===== src/rtl/key_expansion_if.sv =====
// Block handshake plus key RAM, S-box ROM and round-key RAM ports of the AES-128 key schedule.
// The master modport is the key_expansion side; the slave modport is the memory/controller side.
interface key_expansion_if;
  logic        ap_start;
  logic        ap_done;
  logic        ap_idle;
  logic        ap_ready;
  logic [4:0]  key_address0;
  logic        key_ce0;
  logic [31:0] key_q0;
  logic [7:0]  sbox_address0;
  logic        sbox_ce0;
  logic [31:0] sbox_q0;
  logic [8:0]  word_address0;
  logic        word_ce0;
  logic        word_we0;
  logic [31:0] word_d0;
  logic [8:0]  word_address1;
  logic        word_ce1;
  logic [31:0] word_q1;

  modport master (
    input  ap_start, key_q0, sbox_q0, word_q1,
    output ap_done, ap_idle, ap_ready,
    output key_address0, key_ce0,
    output sbox_address0, sbox_ce0,
    output word_address0, word_ce0, word_we0, word_d0,
    output word_address1, word_ce1
  );

  modport slave (
    output ap_start, key_q0, sbox_q0, word_q1,
    input  ap_done, ap_idle, ap_ready,
    input  key_address0, key_ce0,
    input  sbox_address0, sbox_ce0,
    input  word_address0, word_ce0, word_we0, word_d0,
    input  word_address1, word_ce1
  );
endinterface


===== src/rtl/key_expansion.sv =====
// AES-128 key schedule: copies the cipher key into word[] and expands it to 44 columns x 4 rows.
// Optional macro LOCK_KEY_EN adds working_key, which masks written bytes and gates completion.
module key_expansion #(
  parameter int NK         = 4,
  parameter int NCOL       = 44,
  parameter int ROW_STRIDE = 120
) (
  input  logic ap_clk,
  input  logic ap_rst,
`ifdef LOCK_KEY_EN
  input  logic [63:0] working_key,
`endif
  key_expansion_if.master bus
);

  typedef enum logic [2:0] {IDLE, CRD, CWR, XRP, XSB, XRO, XWR, DONE} state_t;

  state_t     state_reg, state_next;
  logic [5:0] i_reg, i_next;
  logic [1:0] j_reg, j_next;
  logic [7:0] temp_reg, temp_next;
  logic       pend_reg, pend_next;

  logic [7:0] lock_mask;
  logic       done_gate;
  logic       last_col;
  logic       last_copy;
  logic [8:0] wr_addr;

`ifdef LOCK_KEY_EN
  assign lock_mask = working_key[7:0] ^ 8'h96;
  assign done_gate = working_key[40];
  logic unused_lock;
  assign unused_lock = ^{working_key[63:41], working_key[39:8]};
`else
  assign lock_mask = 8'd0;
  assign done_gate = 1'b1;
`endif

  logic unused_bits;
  assign unused_bits = ^{bus.key_q0[31:8], bus.sbox_q0[31:8], bus.word_q1[31:8]};

  function automatic logic [8:0] row_base(input logic [1:0] r);
    return {7'd0, r} * 9'(ROW_STRIDE);
  endfunction

  function automatic logic [7:0] rcon(input logic [3:0] idx);
    logic [7:0] v;
    case (idx)
      4'd0:    v = 8'h01;
      4'd1:    v = 8'h02;
      4'd2:    v = 8'h04;
      4'd3:    v = 8'h08;
      4'd4:    v = 8'h10;
      4'd5:    v = 8'h20;
      4'd6:    v = 8'h40;
      4'd7:    v = 8'h80;
      4'd8:    v = 8'h1b;
      4'd9:    v = 8'h36;
      default: v = 8'h00;
    endcase
    return v;
  endfunction

  assign wr_addr   = row_base(j_reg) + {3'd0, i_reg};
  assign last_col  = (i_reg == 6'(NCOL - 1)) && (j_reg == 2'd3);
  assign last_copy = (i_reg == 6'(NK - 1)) && (j_reg == 2'd3);

  always_ff @(posedge ap_clk or posedge ap_rst) begin
    if (ap_rst) begin
      state_reg <= IDLE;
      i_reg     <= 6'd0;
      j_reg     <= 2'd0;
      temp_reg  <= 8'd0;
      pend_reg  <= 1'b0;
    end else begin
      state_reg <= state_next;
      i_reg     <= i_next;
      j_reg     <= j_next;
      temp_reg  <= temp_next;
      pend_reg  <= pend_next;
    end
  end

  always_comb begin
    state_next        = state_reg;
    i_next            = i_reg;
    j_next            = j_reg;
    temp_next         = temp_reg;
    pend_next         = pend_reg;
    bus.ap_done       = 1'b0;
    bus.ap_idle       = 1'b0;
    bus.ap_ready      = 1'b0;
    bus.key_address0  = 5'd0;
    bus.key_ce0       = 1'b0;
    bus.sbox_address0 = 8'd0;
    bus.sbox_ce0      = 1'b0;
    bus.word_address0 = 9'd0;
    bus.word_ce0      = 1'b0;
    bus.word_we0      = 1'b0;
    bus.word_d0       = 32'd0;
    bus.word_address1 = 9'd0;
    bus.word_ce1      = 1'b0;

    case (state_reg)
      IDLE: begin
        bus.ap_idle = !bus.ap_start;
        if (bus.ap_start) begin
          i_next     = 6'd0;
          j_next     = 2'd0;
          state_next = CRD;
        end
      end

      CRD: begin
        bus.key_ce0      = 1'b1;
        bus.key_address0 = {i_reg[2:0], j_reg};
        state_next       = CWR;
      end

      CWR: begin
        bus.word_ce0      = 1'b1;
        bus.word_we0      = 1'b1;
        bus.word_address0 = wr_addr;
        bus.word_d0       = {24'd0, bus.key_q0[7:0] ^ lock_mask};
        j_next            = j_reg + 2'd1;
        if (j_reg == 2'd3) i_next = i_reg + 6'd1;
        // natural increment lands on i = NK, j = 0 for the first expanded column
        state_next = last_copy ? XRP : CRD;
      end

      XRP: begin
        bus.word_ce1 = 1'b1;
        if (i_reg[1:0] == 2'd0)
          bus.word_address1 = row_base(j_reg + 2'd1) + {3'd0, i_reg} - 9'd1;
        else
          bus.word_address1 = row_base(j_reg) + {3'd0, i_reg} - 9'd1;
        state_next = XSB;
      end

      XSB: begin
        if (i_reg[1:0] == 2'd0) begin
          bus.sbox_ce0      = 1'b1;
          bus.sbox_address0 = bus.word_q1[7:0];
          pend_next         = 1'b1;
        end else begin
          temp_next = bus.word_q1[7:0];
          pend_next = 1'b0;
        end
        state_next = XRO;
      end

      XRO: begin
        if (pend_reg) begin
          if (j_reg == 2'd0)
            temp_next = bus.sbox_q0[7:0] ^ rcon(i_reg[5:2] - 4'd1);
          else
            temp_next = bus.sbox_q0[7:0];
        end
        bus.word_ce1      = 1'b1;
        bus.word_address1 = wr_addr - 9'd4;
        state_next        = XWR;
      end

      XWR: begin
        bus.word_ce0      = 1'b1;
        bus.word_we0      = 1'b1;
        bus.word_address0 = wr_addr;
        bus.word_d0       = {24'd0, bus.word_q1[7:0] ^ temp_reg ^ lock_mask};
        j_next            = j_reg + 2'd1;
        if (j_reg == 2'd3) i_next = i_reg + 6'd1;
        if (last_col) begin
          if (done_gate) begin
            state_next = DONE;
          end else begin
            // locked: restart expansion without ever completing
            i_next     = 6'(NK);
            j_next     = 2'd0;
            state_next = XRP;
          end
        end else begin
          state_next = XRP;
        end
      end

      DONE: begin
        bus.ap_done  = 1'b1;
        bus.ap_ready = 1'b1;
        state_next   = IDLE;
      end

      default: state_next = IDLE;
    endcase
  end

endmodule

===== src/flat_wrapper.sv =====
// flat-port wrapper written by rule: the top's interface ports become plain ports
module key_expansion_flat 
#(
  parameter int NK         = 4,
  parameter int NCOL       = 44,
  parameter int ROW_STRIDE = 120
)
  (ap_clk, ap_rst, bus_ap_start, bus_key_q0, bus_sbox_q0, bus_word_q1, bus_ap_done, bus_ap_idle, bus_ap_ready, bus_key_address0, bus_key_ce0, bus_sbox_address0, bus_sbox_ce0, bus_word_address0, bus_word_ce0, bus_word_we0, bus_word_d0, bus_word_address1, bus_word_ce1);
  key_expansion_if bus_i ();
  input  logic ap_clk;
  input  logic ap_rst;
  input wire logic [$bits(bus_i.ap_start)-1:0] bus_ap_start;
  input wire logic [$bits(bus_i.key_q0)-1:0] bus_key_q0;
  input wire logic [$bits(bus_i.sbox_q0)-1:0] bus_sbox_q0;
  input wire logic [$bits(bus_i.word_q1)-1:0] bus_word_q1;
  output wire logic [$bits(bus_i.ap_done)-1:0] bus_ap_done;
  output wire logic [$bits(bus_i.ap_idle)-1:0] bus_ap_idle;
  output wire logic [$bits(bus_i.ap_ready)-1:0] bus_ap_ready;
  output wire logic [$bits(bus_i.key_address0)-1:0] bus_key_address0;
  output wire logic [$bits(bus_i.key_ce0)-1:0] bus_key_ce0;
  output wire logic [$bits(bus_i.sbox_address0)-1:0] bus_sbox_address0;
  output wire logic [$bits(bus_i.sbox_ce0)-1:0] bus_sbox_ce0;
  output wire logic [$bits(bus_i.word_address0)-1:0] bus_word_address0;
  output wire logic [$bits(bus_i.word_ce0)-1:0] bus_word_ce0;
  output wire logic [$bits(bus_i.word_we0)-1:0] bus_word_we0;
  output wire logic [$bits(bus_i.word_d0)-1:0] bus_word_d0;
  output wire logic [$bits(bus_i.word_address1)-1:0] bus_word_address1;
  output wire logic [$bits(bus_i.word_ce1)-1:0] bus_word_ce1;
  assign bus_i.ap_start = bus_ap_start;
  assign bus_i.key_q0 = bus_key_q0;
  assign bus_i.sbox_q0 = bus_sbox_q0;
  assign bus_i.word_q1 = bus_word_q1;
  assign bus_ap_done = bus_i.ap_done;
  assign bus_ap_idle = bus_i.ap_idle;
  assign bus_ap_ready = bus_i.ap_ready;
  assign bus_key_address0 = bus_i.key_address0;
  assign bus_key_ce0 = bus_i.key_ce0;
  assign bus_sbox_address0 = bus_i.sbox_address0;
  assign bus_sbox_ce0 = bus_i.sbox_ce0;
  assign bus_word_address0 = bus_i.word_address0;
  assign bus_word_ce0 = bus_i.word_ce0;
  assign bus_word_we0 = bus_i.word_we0;
  assign bus_word_d0 = bus_i.word_d0;
  assign bus_word_address1 = bus_i.word_address1;
  assign bus_word_ce1 = bus_i.word_ce1;
  key_expansion #(.NK(NK), .NCOL(NCOL), .ROW_STRIDE(ROW_STRIDE)) u_core (.ap_clk(ap_clk), .ap_rst(ap_rst), .bus(bus_i));
endmodule

===== config.mk =====
export PLATFORM = sky130hd
export DESIGN_NAME = key_expansion_flat
export DESIGN_NICKNAME = d
export VERILOG_FILES = /design/src/rtl/key_expansion_if.sv /design/src/rtl/key_expansion.sv /design/src/flat_wrapper.sv
export SDC_FILE = /design/constraint.sdc
export NUM_CORES = 1
export LEC_CHECK = 0
export CORE_UTILIZATION = 42
export CTS_CLUSTER_DIAMETER = 30
export DETAILED_ROUTE_END_ITERATION = 12
export PLACE_DENSITY = 0.89
export RECOVER_POWER = 50
export SKIP_LAST_GASP = 1
export SLEW_MARGIN = 15
export SYNTH_ARGS = -nofsm -noshare
export SYNTH_HDL_FRONTEND = slang
export SYNTH_SLANG_ARGS = --single-unit

===== constraint.sdc =====
create_clock -name ap_clk -period 7.5 [get_ports ap_clk]
set_input_delay 0.75 -clock ap_clk [delete_from_list [all_inputs] [get_ports ap_clk]]
set_output_delay 0.75 -clock ap_clk [all_outputs]
set_load 0.02 [all_outputs]

## After elaboration in Yosys (flattened, before gate mapping)

Memory sizes are Yosys's and may differ from the RTL's.
Cells that the tools add are included.

| word-level totals | value |
|---|---|
| bits in registers | 20 |
| bits in read-only memories | 128 |
| input bits | 99 |
| word-level logic and storage cells | 75 |
| memories | 1 |

| operators by class | value |
|---|---|
| add/sub/neg operators | 8 |
| $mul | 2 |
| equality and inequality tests | 14 |
| mux-type cells | 30 |
| bitwise gates (word level) | 2 |
| reduce and logical (&&, ||, !) cells | 13 |

Memory list:

| name | words | bits a word | read ports | clocked after memory_dff | write ports | line | source |
|---|---|---|---|---|---|---|---|
| (name not given) | 16 | 8 | 1 | 0 | 0 | key_expansion.sv:49 | `case (idx)` |

Operators by type and width:

| operator | count |
|---|---|
| two-way mux 8 bit | 8 |
| case mux 8 bit (2 select lines) | 2 |
| case mux 3 bit (8 select lines) | 1 |
| adder 9 x 6 -> 9 bit | 2 |
| two-way mux 9 bit | 2 |
| case mux 9 bit (2 select lines) | 1 |
| subtractor 9 x 1 -> 9 bit, second input constant | 2 |
| bitwise XOR 8 bit | 2 |
| == test 3 bit, second input constant | 4 |
| multiplier 2 x 4 -> 6 bit, second input constant | 2 |
| two-way mux 6 bit | 2 |
| case mux 6 bit (2 select lines) | 1 |
| subtractor 9 x 3 -> 9 bit, second input constant | 1 |
| two-way mux 1 bit | 7 |
| adder 6 x 1 -> 6 bit, second input constant | 1 |
| == test 3 x 2 -> 1 bit, second input constant | 2 |
| == test 6 x 2 -> 1 bit, second input constant | 1 |
| == test 6 bit, second input constant | 1 |
| two-way mux 3 bit | 2 |
| AND reduction 3 bit | 2 |
| two-way mux 5 bit | 1 |
| zero test 2 bit | 2 |
| two-way mux 2 bit | 2 |
| inequality test 2 x 1 -> 1 bit, second input constant | 2 |
| other kinds (12) | 16 |

## Depth between registers and ports, before layout

An unclocked memory read counts as a cell.

| logic depth | value |
|---|---|
| depth in word-level cells | 9 |
| gate-level depth with buffers | 11 |
| mapped depth without buffers | 10 |

## Worst setup path before layout

No wires, ideal clock.

| timing path | value |
|---|---|
| path type | register -> output |
| start point | register u_core.j_reg[0] |
| end point | output port bus_word_address1[8] |
| arrival | 2.528 ns |
| slack | 4.222 ns |
| cell stages (with the launch flop) | 10 |
| buffers on the path | 0 |
| cells stage by stage | dfrtp_1 inv_1 ha_1 inv_1 fa_1 xor2_2 o2111ai_1 mux2i_1 o211a_1 o22ai_2 |

| between the ends | value |
|---|---|
| longest elaborated chain between the ends | 6 |
| elaborated cells between the ends (all ways) | 10 |

RTL lines:

| what | line | source |
|---|---|---|
| start: declaration | key_expansion.sv:20 | `logic [1:0] j_reg, j_next;` |
| start signal: assignment | key_expansion.sv:79 | `j_reg <= j_next;` |
| adder 2 x 1 -> 2 bit | key_expansion.sv:135 | `bus.word_address1 = row_base(j_reg + 2'd1) + {3'd0, i_reg} - 9'd1;` |
| multiplier 2 x 4 -> 6 bit | key_expansion.sv:44 | `return {7'd0, r} * 9'(ROW_STRIDE);` |
| adder 9 x 6 -> 9 bit | key_expansion.sv:135 |  |
| subtractor 9 x 1 -> 9 bit | key_expansion.sv:135 |  |
| two-way mux 9 bit | key_expansion.sv:134 | `if (i_reg[1:0] == 2'd0)` |
| case mux 9 bit (2 select lines) * | key_expansion.sv:105 | `case (state_reg)` |
| end: declaration | flat_wrapper.sv:27 | `output wire logic [$bits(bus_i.word_address1)-1:0] bus_word_address1;` |

Mark *: on every way between the ends. The rest lies on a longest branch, timed or not.

## Worst setup path in the final report

Same ends and word-level chain as after synthesis.

==> summary.md <==
| Metric | Value |
|---|---|
| Status | complete, but fails checks |
| Violated checks | DRC |
| Slew @ Worst Pin | 0.955 ns |
| R2R depth | 8 |
| Final Cycle Share | approximately three fifths |
| Comb power frac | between 70% and 80% |
| CP Launch Type | flop |
| Cell area power density | roughly 330 nW/um^2 |
| Drt pass-1 iters | 11 |
| Final setup vio count | 0 |
| Async set-or-reset flop fraction in the synthesized netlist | 100% |
| Num rows | 29 |
| Hold path start | u_core.pend_reg$_DFFE_PP0P_ |
| Non-filler instance count after layout | about 500 |
| CTS Sinks | 20 |
| Largest net degree at the start of global routing | 33 |
| Post-CTS Setup Inserts | 0 |
| Final core utilization | 55.6% |
| Slew headroom | ~36% |
| Max reg flops | 8 |
| Sequential Power Share | between 10% and 20% |
| Inserted Clock Buffers | 3 |
| Syn_area_per_cell | 7.82 um^2 |
| Initial Utilization | between 40% and 50% |
| Gpl congestion | ~0.87 |
| Peak VDD IR | 215 uV |
| Setup ws final | between 3 and 4 ns |
| Setup TNS | 0 ns |
| Reg-to-reg critical path endpoint | u_core.temp_reg[1]$_DFFE_PP0P_ |
| Post_cts resized | 0 |
| Post-route DRC | 4 |
| Clock Pin Slew Worst Setup and Hold Paths | ~0.080 ns |
| Worst-Skew Late Latency | around 0.26 ns |
| Critical Path AT | about 3.7 ns |
| Place WS | around 3.3 ns |
| DP Cell Count | about 500 |
| Switching part of the total | between 40 and 50% |
| Netlist cell types | 54 |
| Cell Int Power | approximately 600 uW |
| Clock skew | ~0.00063 ns |
| # H-tree levels | 1 |
| GRT overflow | 0 |
| Post-synth EDFFs | 0 |
| Via count | roughly 2,700 |
| Final WL | between 7 and 8 mm |
| First-pass GRT wire length | approximately 12 mm |
| Endpoints failing hold | 0 |
| LEAKAGE | between 0.0015 and 0.002 uW |
| Max-Cap Viols | 0 |
| DR iter-0 viols | approximately 140 |
| CTS tree | built |
| Flops & latches, synth | 20 |
| Slew Limit Fails | 0 |
| Filler cells | around 560 |
| CTS Buffer Depth | 2 |
| Slack of the worst reg-to-reg path | approximately 4.8 ns |
| Hold crit path type | flop to flop |
| Die height | between 80 and 90 um |
| PortBufs | 73 |
| DR vias/cell | 5.36 |
| Final #Nets | about 560 |
| Crit end category | primary output |
| Initial antenna violation count | 0 |
| Synthesized area | approximately 2900 um^2 |
| Root buf cell | clkbuf_8 |
| CORE AREA | around 6500 um^2 |
| CP Class | flop to primary output |
| Synth Flop Type | dfrtp_1 |
| Wire length per cell | 14.6 um |
| Worst r2r src | u_core.i_reg[2]$_DFFE_PP0P_ |
| CP required | ~6.8 ns |
| Synth warnings | 0 |
| Hold Path Cell Cnt | 1 |
| Antenna diodes | 0 |
| Gr usage total | 20.8% |
| Register area share after synthesis | 17.4% |
| Fmax | 225 MHz |
| HPWL after DPL | between 5 and 6 mm |
| RSZ-0062 raised after global routing | no |
| CTS Hold Bufs | 0 |
| Psw | 594 uW |
| Fin crit period | between 4 and 5 ns |
| Synth Instances | 367 |
| Syn-to-layout area delta | 25.1% |
| Ratio of cells with drive above 1 in the final layout | 2.59% |
| CP Max Fanout | 8 |
| Die Wd | approximately 85 um |
| Hold endpoint | u_core.pend_reg$_DFFE_PP0P_ |
| I/O Pins | 170 |
| Share of total power in the clock network | about 9.0% |
| Full die area | a little over 7000 um^2 |
| Vias in the first global route | ~2,600 |
| Antenna Nets Post-Route | 0 |
==> cells by family (layout without fill, tap and decap cells) <==
group / Yosys count / count (layout) / synth area share [%]
flip-flops: 20 / 20 / 17.4
AO/OA/AOI/OAI: 67 / 67 / 15.9
AND/OR/NAND/NOR: 128 / 128 / 22.1
other: 1 / 24 / 0.131
XOR/XNOR: 40 / 40 / 12.5
buffers and inverters: 66 / 101 / 12.3
multiplexers: 8 / 8 / 2.79
adder cells (fa/ha/maj): 37 / 37 / 16.9
==> cells in the final DEF (no fill, tap or decap), drive strengths merged, types with 8 or more instances in the layout <==
master         count
nand3             13
and2              12
inv               24
a21oi             14
mux2i              8
dfrtp             20
conb              24
xnor2             33
clkdlybuf4s50     67
o21ai             16
nand2             31
a211oi             9
ha                34
nor2              38
==> how the worst max path moves through the flow <==
stage                                start              endpoint  cells past startpoint
6_report       u_core.j_reg[0]$_DFFE_PP0P_  bus_word_address1[8]                     10
5_1_grt        u_core.j_reg[0]$_DFFE_PP0P_  bus_word_address1[7]                     11
4_1_cts        u_core.j_reg[0]$_DFFE_PP0P_  bus_word_address1[8]                     10
3_5_place_dp   u_core.j_reg[0]$_DFFE_PP0P_  bus_word_address1[8]                     10
3_3_place_gp   u_core.j_reg[0]$_DFFE_PP0P_  bus_word_address1[8]                     10
2_1_floorplan  u_core.j_reg[0]$_DFFE_PP0P_  bus_word_address1[8]                      9
==> cell usage after synthesis, types with 2 or more instances <==
library cell	n	area (um^2)
nand2_1	31	116
o41ai_1	2	17.5
nand3b_1	3	22.5
inv_1	23	86.3
nor3b_1	3	22.5
dfrtp_1	20	500
o21bai_1	2	15.0
fa_1	3	60.1
xor2_1	6	52.6
o21ai_0	12	60.1
mux2i_1	8	80.1
o21ai_1	4	20.0
clkbuf_1	8	30.0
a211oi_1	9	67.6
buf_2	7	35.0
and2_1	12	75.1
and3_1	6	37.5
o31ai_1	3	22.5
nor2b_1	5	31.3
nor2_1	37	139
o22ai_1	5	31.3
ha_1	34	425
buf_4	26	195
nor3_1	7	35.0
xnor2_1	33	289
nand3_1	13	65.1
o21a_1	2	15.0
nand2b_1	4	25.0
a21oi_1	14	70.1
==> routing by layer <==
metal  global-route usage [%]  routed length [um]  up-vias
met5                        0                   0        -
met4                     8.17                 178        0
met3                     2.95                 425       18
met2                     35.5                3480      101
met1                     26.5                3240     1267
li1                         -                   -     1304
==> worst max-delay path: stages, from the launching register on <==
cell and delay, ns:
dfrtp_1 0.50, inv_1 0.15, ha_1 0.37, inv_1 0.09, fa_1 0.46, xor2_2 0.40, o2111ai_1 0.27, mux2i_1 0.18
o211a_1 0.23, o22ai_2 0.15, clkdlybuf4s50_1 0.62
==> power groups by stage <==
stage / Sequential, uW / Combinational (uW) / Clock, uW
after global placement: 214 / 843 / 0
after CTS: 216 / 875 / 109
final: 218 / 872 / 108
after global routing: 225 / 951 / 113
after floorplan: 180 / 646 / 0
after detailed placement: 218 / 872 / 0
==> per-stage QoR <==
| step | total power, uW | area [um^2] | hold WS (ns) |
|---|---|---|---|
| 2_1_floorplan | 825 | 2960 | 0.450 |
| 3_3_place_gp | 1060 | 3520 | 0.460 |
| 3_5_place_dp | 1090 | 3520 | 0.477 |
| 4_1_cts | 1200 | 3590 | 0.495 |
| 5_1_grt | 1290 | 3590 | 0.511 |
| 6_report | 1200 | 3590 | 0.497 |
==> cell type report <==
type | count | area (um^2) | area share [%]
clock buffer | 3 | 41.3 | 1.15
multi-input combinational | 304 | 2100 | 58.6
tap | 77 | 96.3 | 2.68
clock inverter | 1 | 30.0 | 0.836
sequential | 20 | 500 | 13.9
inverter | 24 | 90.1 | 2.51
timing repair buffer | 73 | 731 | 20.3
No activity file was read; power rests on OpenSTA's default activity.
==> edit 1: new RTL, config.mk and constraints unchanged <==
The 8 states of `state_t` get a Gray code encoding in 3 bits.
--- a/src/rtl/key_expansion.sv
+++ b/src/rtl/key_expansion.sv
@@ -13,7 +13,7 @@
   key_expansion_if.master bus
 );
 
-  typedef enum logic [2:0] {IDLE, CRD, CWR, XRP, XSB, XRO, XWR, DONE} state_t;
+  typedef enum logic [2:0] {IDLE = 3'b000, CRD = 3'b001, CWR = 3'b011, XRP = 3'b010, XSB = 3'b110, XRO = 3'b111, XWR = 3'b101, DONE = 3'b100} state_t;
 
   state_t     state_reg, state_next;
   logic [5:0] i_reg, i_next;
Check against the original RTL: no difference found for any inputs over 10 cycles, from zero or initial values and one cycle with ap_rst high; not proved beyond that.
==> edit 1 against the unedited design <==
Sequential cell count unchanged; sequential power up 17%; routed wire length up 8.3%; sequential share of layout area down 0.22 points; critical path depth unchanged; design area up 1.6%; register-to-register slack worse by 0.27 ns; synthesized area up 2.6%; power up 46%; clock skew up 0.0029 ns; combinational power up 63%; setup slack worse by 0.14 ns; largest power group unchanged.
==> edit 1: results (changes against the unedited design) <==
Run status
  – Outcome: completed

CTS
  – Clock insertion delay at the later pin of the skew report: 0.26 ns (about the same)
  – CTS resizes: 0 (unchanged)
  – Clock buffer count from CTS: 3 (unchanged)
  – CTS root buffer: clkbuf_8
  – H-tree depth: 1 (unchanged)

Final layout
  – Fill count: 615 (+10%)
  – Nets: 583 (+3.7%)
  – Ratio of cells with drive above 1 in the final layout: 0.0135 (-0.0124)
  – # diodes: 0 (unchanged)
  – Final Non-Filler Cells: 542 (+8.0%)

Place
  – Place WS: 3.23 ns (-0.120 ns)
  – Dpl hpwl: 6.11 mm (+7.4%)
  – GP Congestion: 0.933 (+7.1%)
  – Post-Place Cell Area: 3620 µm² (+2.7%)

STA
  – Hold Slack: 0.481 ns (-0.0157 ns)
  – Worst slew margin: 0.0414 (-0.322)
  – Clock Skews: 0.00356 ns (+0.00293 ns)

Worst hold path
  – Hold/Removal Path Class: reg -> reg
  – Worst Hold Path EP: u_core.pend_reg
  – Hold Startpoint: u_core.pend_reg
  – Min-Delay Path Depth: 1 (unchanged)

Global route
  – Global Route Usage Sum: 0.215 (+0.00679)
  – Global-route wire length before repair: 12.8 mm (+5.6%)
  – Vias in the first global route: 2727 (+4.0%)
  – Largest net degree at the start of global routing: 28 (-15%)

Pwr
  – Leakage power: 1.57 nW (+0.42%)
  – Peak supply drop: 0.000297 V (+38%)

Worst setup path
  – FF-to-FF setup slack: 4.48 ns (-0.27 ns)
  – Cells on worst reg2reg path: 6 (-2)
  – Critical R2R Capture: u_core.i_reg[1]
  – Crit-path max FO: 9 (+1)
  – WP data arrival: 3.83 ns (+0.14 ns)
  – CP max-delay cell: clkdlybuf4s50_1
  – Critical path's largest stage delay: 0.66 ns (+0.04 ns)
  – R2r startpoint: u_core.state_reg[2]

Synth
  – Commonest cells post-synth: nor2_1 (37), ha_1 (33), buf_4 (27)
  – Area contributors post-synth: dfrtp_1 (17%), ha_1 (14%), buf_4 (6.9%)
  – Synthesized instance count: 388 (+5.7%)
  – Post-synthesis sequential area ratio: 0.170 (-0.00444)
  – EDFF count, synth: 0 (unchanged)
  – Netlist cell types: 57 (+5.6%)

Route
  – Detailed Routing Iterations Pass 1: 5 (-6)
  – Vias/cell: 5.42 (+1.2%)
  – Initial DRC Count: 230 (+60%)
  – Total length of routed wires: 7.93 mm (+8.3%)
==> edit 1: worst max path at each step <==
stage	start	to	slack, ns	depth (start not counted)
2_1_floorplan	u_core.j_reg[0]	bus_word_address1[8]	4.05	8
3_3_place_gp	u_core.j_reg[0]	bus_word_address1[8]	3.25	10
3_5_place_dp	u_core.j_reg[0]	bus_word_address1[8]	3.23	10
4_1_cts	u_core.j_reg[0]	bus_word_address1[8]	2.94	10
5_1_grt	u_core.j_reg[0]	bus_word_address1[8]	2.60	10
6_report	u_core.j_reg[0]	bus_word_address1[8]	2.92	10
==> edit 1: cell families (layout without fill, tap and decap cells) <==
family | count (synthesis) | in the layout | synth area share
compound gates | 86 | 86 | 0.196
fa+ha+maj | 36 | 36 | 0.161
mux | 4 | 4 | 0.0136
simple gates | 148 | 148 | 0.256
flops | 20 | 20 | 0.170
buf+inv | 66 | 101 | 0.122
xor+xnor | 27 | 27 | 0.0803
other cells | 1 | 24 | 0.00127
==> edit 1: cell type report <==
| type | instances | area, µm² | area share |
|---|---|---|---|
| Sequential cell | 20 | 500 | 0.137 |
| Multi-Input combinational cell | 325 | 2160 | 0.593 |
| Clock buffer | 3 | 41.3 | 0.0113 |
| Timing Repair Buffer | 73 | 731 | 0.200 |
| Tap cell | 96 | 120 | 0.0329 |
| Inverter | 25 | 93.8 | 0.0257 |
==> edit 1: per-layer routing <==
layer,vias up,part of all wire,global-route usage
met3,20,0.068,0.0308
li1,1429,-,-
met5,-,0,0
met1,1368,0.44,0.287
met4,0,0.017,0.0530
met2,123,0.48,0.365
==> edit 1: power breakdown <==
group | total (mW) | switching [mW] | internal (mW)
clock | 0.0704 | 0.0346 | 0.0358
combinational | 1.42 | 0.813 | 0.606
sequential | 0.254 | 0.104 | 0.150
total | 1.74 | 0.951 | 0.791
==> edit 2: new RTL, same settings <==
Without the edit above. `NCOL` is set to 44 in 2 places; all go to 32.
--- a/src/rtl/key_expansion.sv
+++ b/src/rtl/key_expansion.sv
@@ -2,7 +2,7 @@
 // Optional macro LOCK_KEY_EN adds working_key, which masks written bytes and gates completion.
 module key_expansion #(
   parameter int NK         = 4,
-  parameter int NCOL       = 44,
+  parameter int NCOL       = 32,
   parameter int ROW_STRIDE = 120
 ) (
   input  logic ap_clk,
--- a/src/flat_wrapper.sv
+++ b/src/flat_wrapper.sv
@@ -2,7 +2,7 @@
 module key_expansion_flat 
 #(
   parameter int NK         = 4,
-  parameter int NCOL       = 44,
+  parameter int NCOL       = 32,
   parameter int ROW_STRIDE = 120
 )
   (ap_clk, ap_rst, bus_ap_start, bus_key_q0, bus_sbox_q0, bus_word_q1, bus_ap_done, bus_ap_idle, bus_ap_ready, bus_key_address0, bus_key_ce0, bus_sbox_address0, bus_sbox_ce0, bus_word_address0, bus_word_ce0, bus_word_we0, bus_word_d0, bus_word_address1, bus_word_ce1);
Behaviour: same outputs for any inputs over 10 cycles, from zero or initial values and one cycle with ap_rst high; that may be too few to reach the edited logic, so the function may still have changed.
==> edit 2 against the unedited design <==
Design area is 1.2% lower; the run ends with design-rule violations, max-capacitance violations, max-slew violations left; hold slack improved by 0.033 ns; register-to-register slack got worse by 0.29 ns; synthesized area shrank 1.3%; sequential cell count did not move; routed wire length rose by 7.0%; power grew 4.9%; setup slack lost 0.0020 ns; sequential power increased by 5%.
==> edit 2: results (changes against the unedited design) <==
Worst hold path
  – Min-Delay Path Depth: 2 (+1)
  – Hold/Removal Path Class: reg -> reg
  – Hold Startpoint: u_core.temp_reg[4]

Synth
  – Synth Warn #: 0 (unchanged)
  – Post-synthesis sequential area ratio: 0.177 (+0.00231)
  – Commonest cells post-synth: ha_1 (32), nand2_1 (30), nor2_1 (29)
  – Fraction of registers with async set/reset: 1.00 (unchanged)
  – Area contributors post-synth: dfrtp_1 (18%), ha_1 (14%), xnor2_1 (7.4%)
  – Netlist cell types: 56 (+3.7%)

Pwr
  – Leakage power: 1.53 nW (-2.0%)
  – Comb pwr share: 0.730 (+0.002)
  – Switch Pwr: 0.636 mW (+7.0%)
  – Power Clock: 0.111 mW
  – Peak supply drop: 0.000211 V (-1.7%)
  – Power Total: 1.26 mW (+4.9%)

Global route
  – Global Route Usage Sum: 0.222 (+0.0145)
  – Global-route wire length before repair: 13.0 mm (+7.2%)
  – Largest net degree at the start of global routing: 25 (-24%)
  – Vias in the first global route: 2722 (+3.8%)
  – Initial antenna violation count: 0 (unchanged)

STA
  – Clock Skews: 0.00523 ns (+0.00459 ns)
  – Fin. max-slew vios: 9 (+9)
  – Least-Margin Pin Slew: 1.60 ns (+0.645 ns)
  – Hold Slack: 0.530 ns (+0.0332 ns)

Worst setup path
  – Cells on worst reg2reg path: 7 (-1)
  – Critical R2R Capture: u_core.temp_reg[4]
  – Critical path's largest stage delay: 0.64 ns (+0.02 ns)
  – FF-to-FF setup slack: 4.46 ns (-0.29 ns)

Final layout
  – Ratio of cells with drive above 1 in the final layout: 0.0259 (+0.0000610)
  – # diodes: 0 (unchanged)
  – Nets: 559 (-0.53%)
  – Fill count: 580 (+4.1%)
  – Max FFs per register: 8 (unchanged)

Place
  – GP Congestion: 0.899 (+3.2%)
  – I/O Buffers: 73 (unchanged)
  – Dpl hpwl: 5.76 mm (+1.3%)

CTS
  – H-tree depth: 1 (unchanged)
  – CTS root buffer: clkbuf_8
  – Hold Buf Count CTS: 0 (unchanged)
  – Setup repair bufs after CTS: 0 (unchanged)

Route
  – Detailed Routing Iterations Pass 1: 9 (-2)
  – Routed len/inst: 15.6 µm (+7.2%)
  – Initial DRC Count: 236 (+64%)
  – Vias/cell: 5.64 (+5.2%)
  – Residual DRC: 10 (+6)

Run status
  – Outcome: finished with violations
  – Failing checks: design-rule violations, max-capacitance violations, max-slew violations

Run
  – Max cap viols: 1 (+1)
edit 2: worst min-delay path, delay by kind of cell (launching register included):
family | cells | cell delay, ns
simple gates | 1 | 0.05
compound gates | 1 | 0.07
flops | 1 | 0.37
edit 2: layout make-up:
cell class | count | area (µm²) | area share
clock inverter | 1 | 30.0 | 0.00846
inverter | 26 | 97.6 | 0.0275
multi-input combinational | 300 | 2050 | 0.576
timing repair buffer | 74 | 738 | 0.208
sequential | 20 | 500 | 0.141
clock buffer | 3 | 41.3 | 0.0116
tap | 77 | 96.3 | 0.0271
edit 2: through the flow:
| stage | worst slack, ns | utilization | cells | instance area, µm² |
|---|---|---|---|---|
| after global placement | 3.45 | 0.544 | 497 | 3490 |
| final | 3.06 | 0.553 | 501 | 3550 |
| after global routing | 2.84 | 0.553 | 501 | 3550 |
| after CTS | 3.11 | 0.555 | 501 | 3560 |
| after detailed placement | 3.41 | 0.544 | 497 | 3490 |
| after floorplan | 4.18 | - | 388 | 2920 |
edit 2: metal layers:
metal  GRT usage  part of all wire
met2       0.393              0.50
met3      0.0206             0.063
met4      0.0643             0.019
met1       0.289              0.42
met5           0                 0
edit 2: cells by family after synthesis:
logic type,share of synthesized area
buffers and inverters,0.128
DFF,0.177
other,0.00132
adders and majority gates,0.162
muxes,0.0115
xor gates and xnor gates,0.0896
and+or+nand+nor,0.255
AOI/OAI and AO/OA,0.176
edit 2: worst min path at each step:
stage	end
floorplan	u_core.temp_reg[0]
global placement	u_core.temp_reg[0]
detailed placement	u_core.temp_reg[3]
CTS	u_core.temp_reg[3]
global route	u_core.temp_reg[3]
finish	u_core.temp_reg[4]
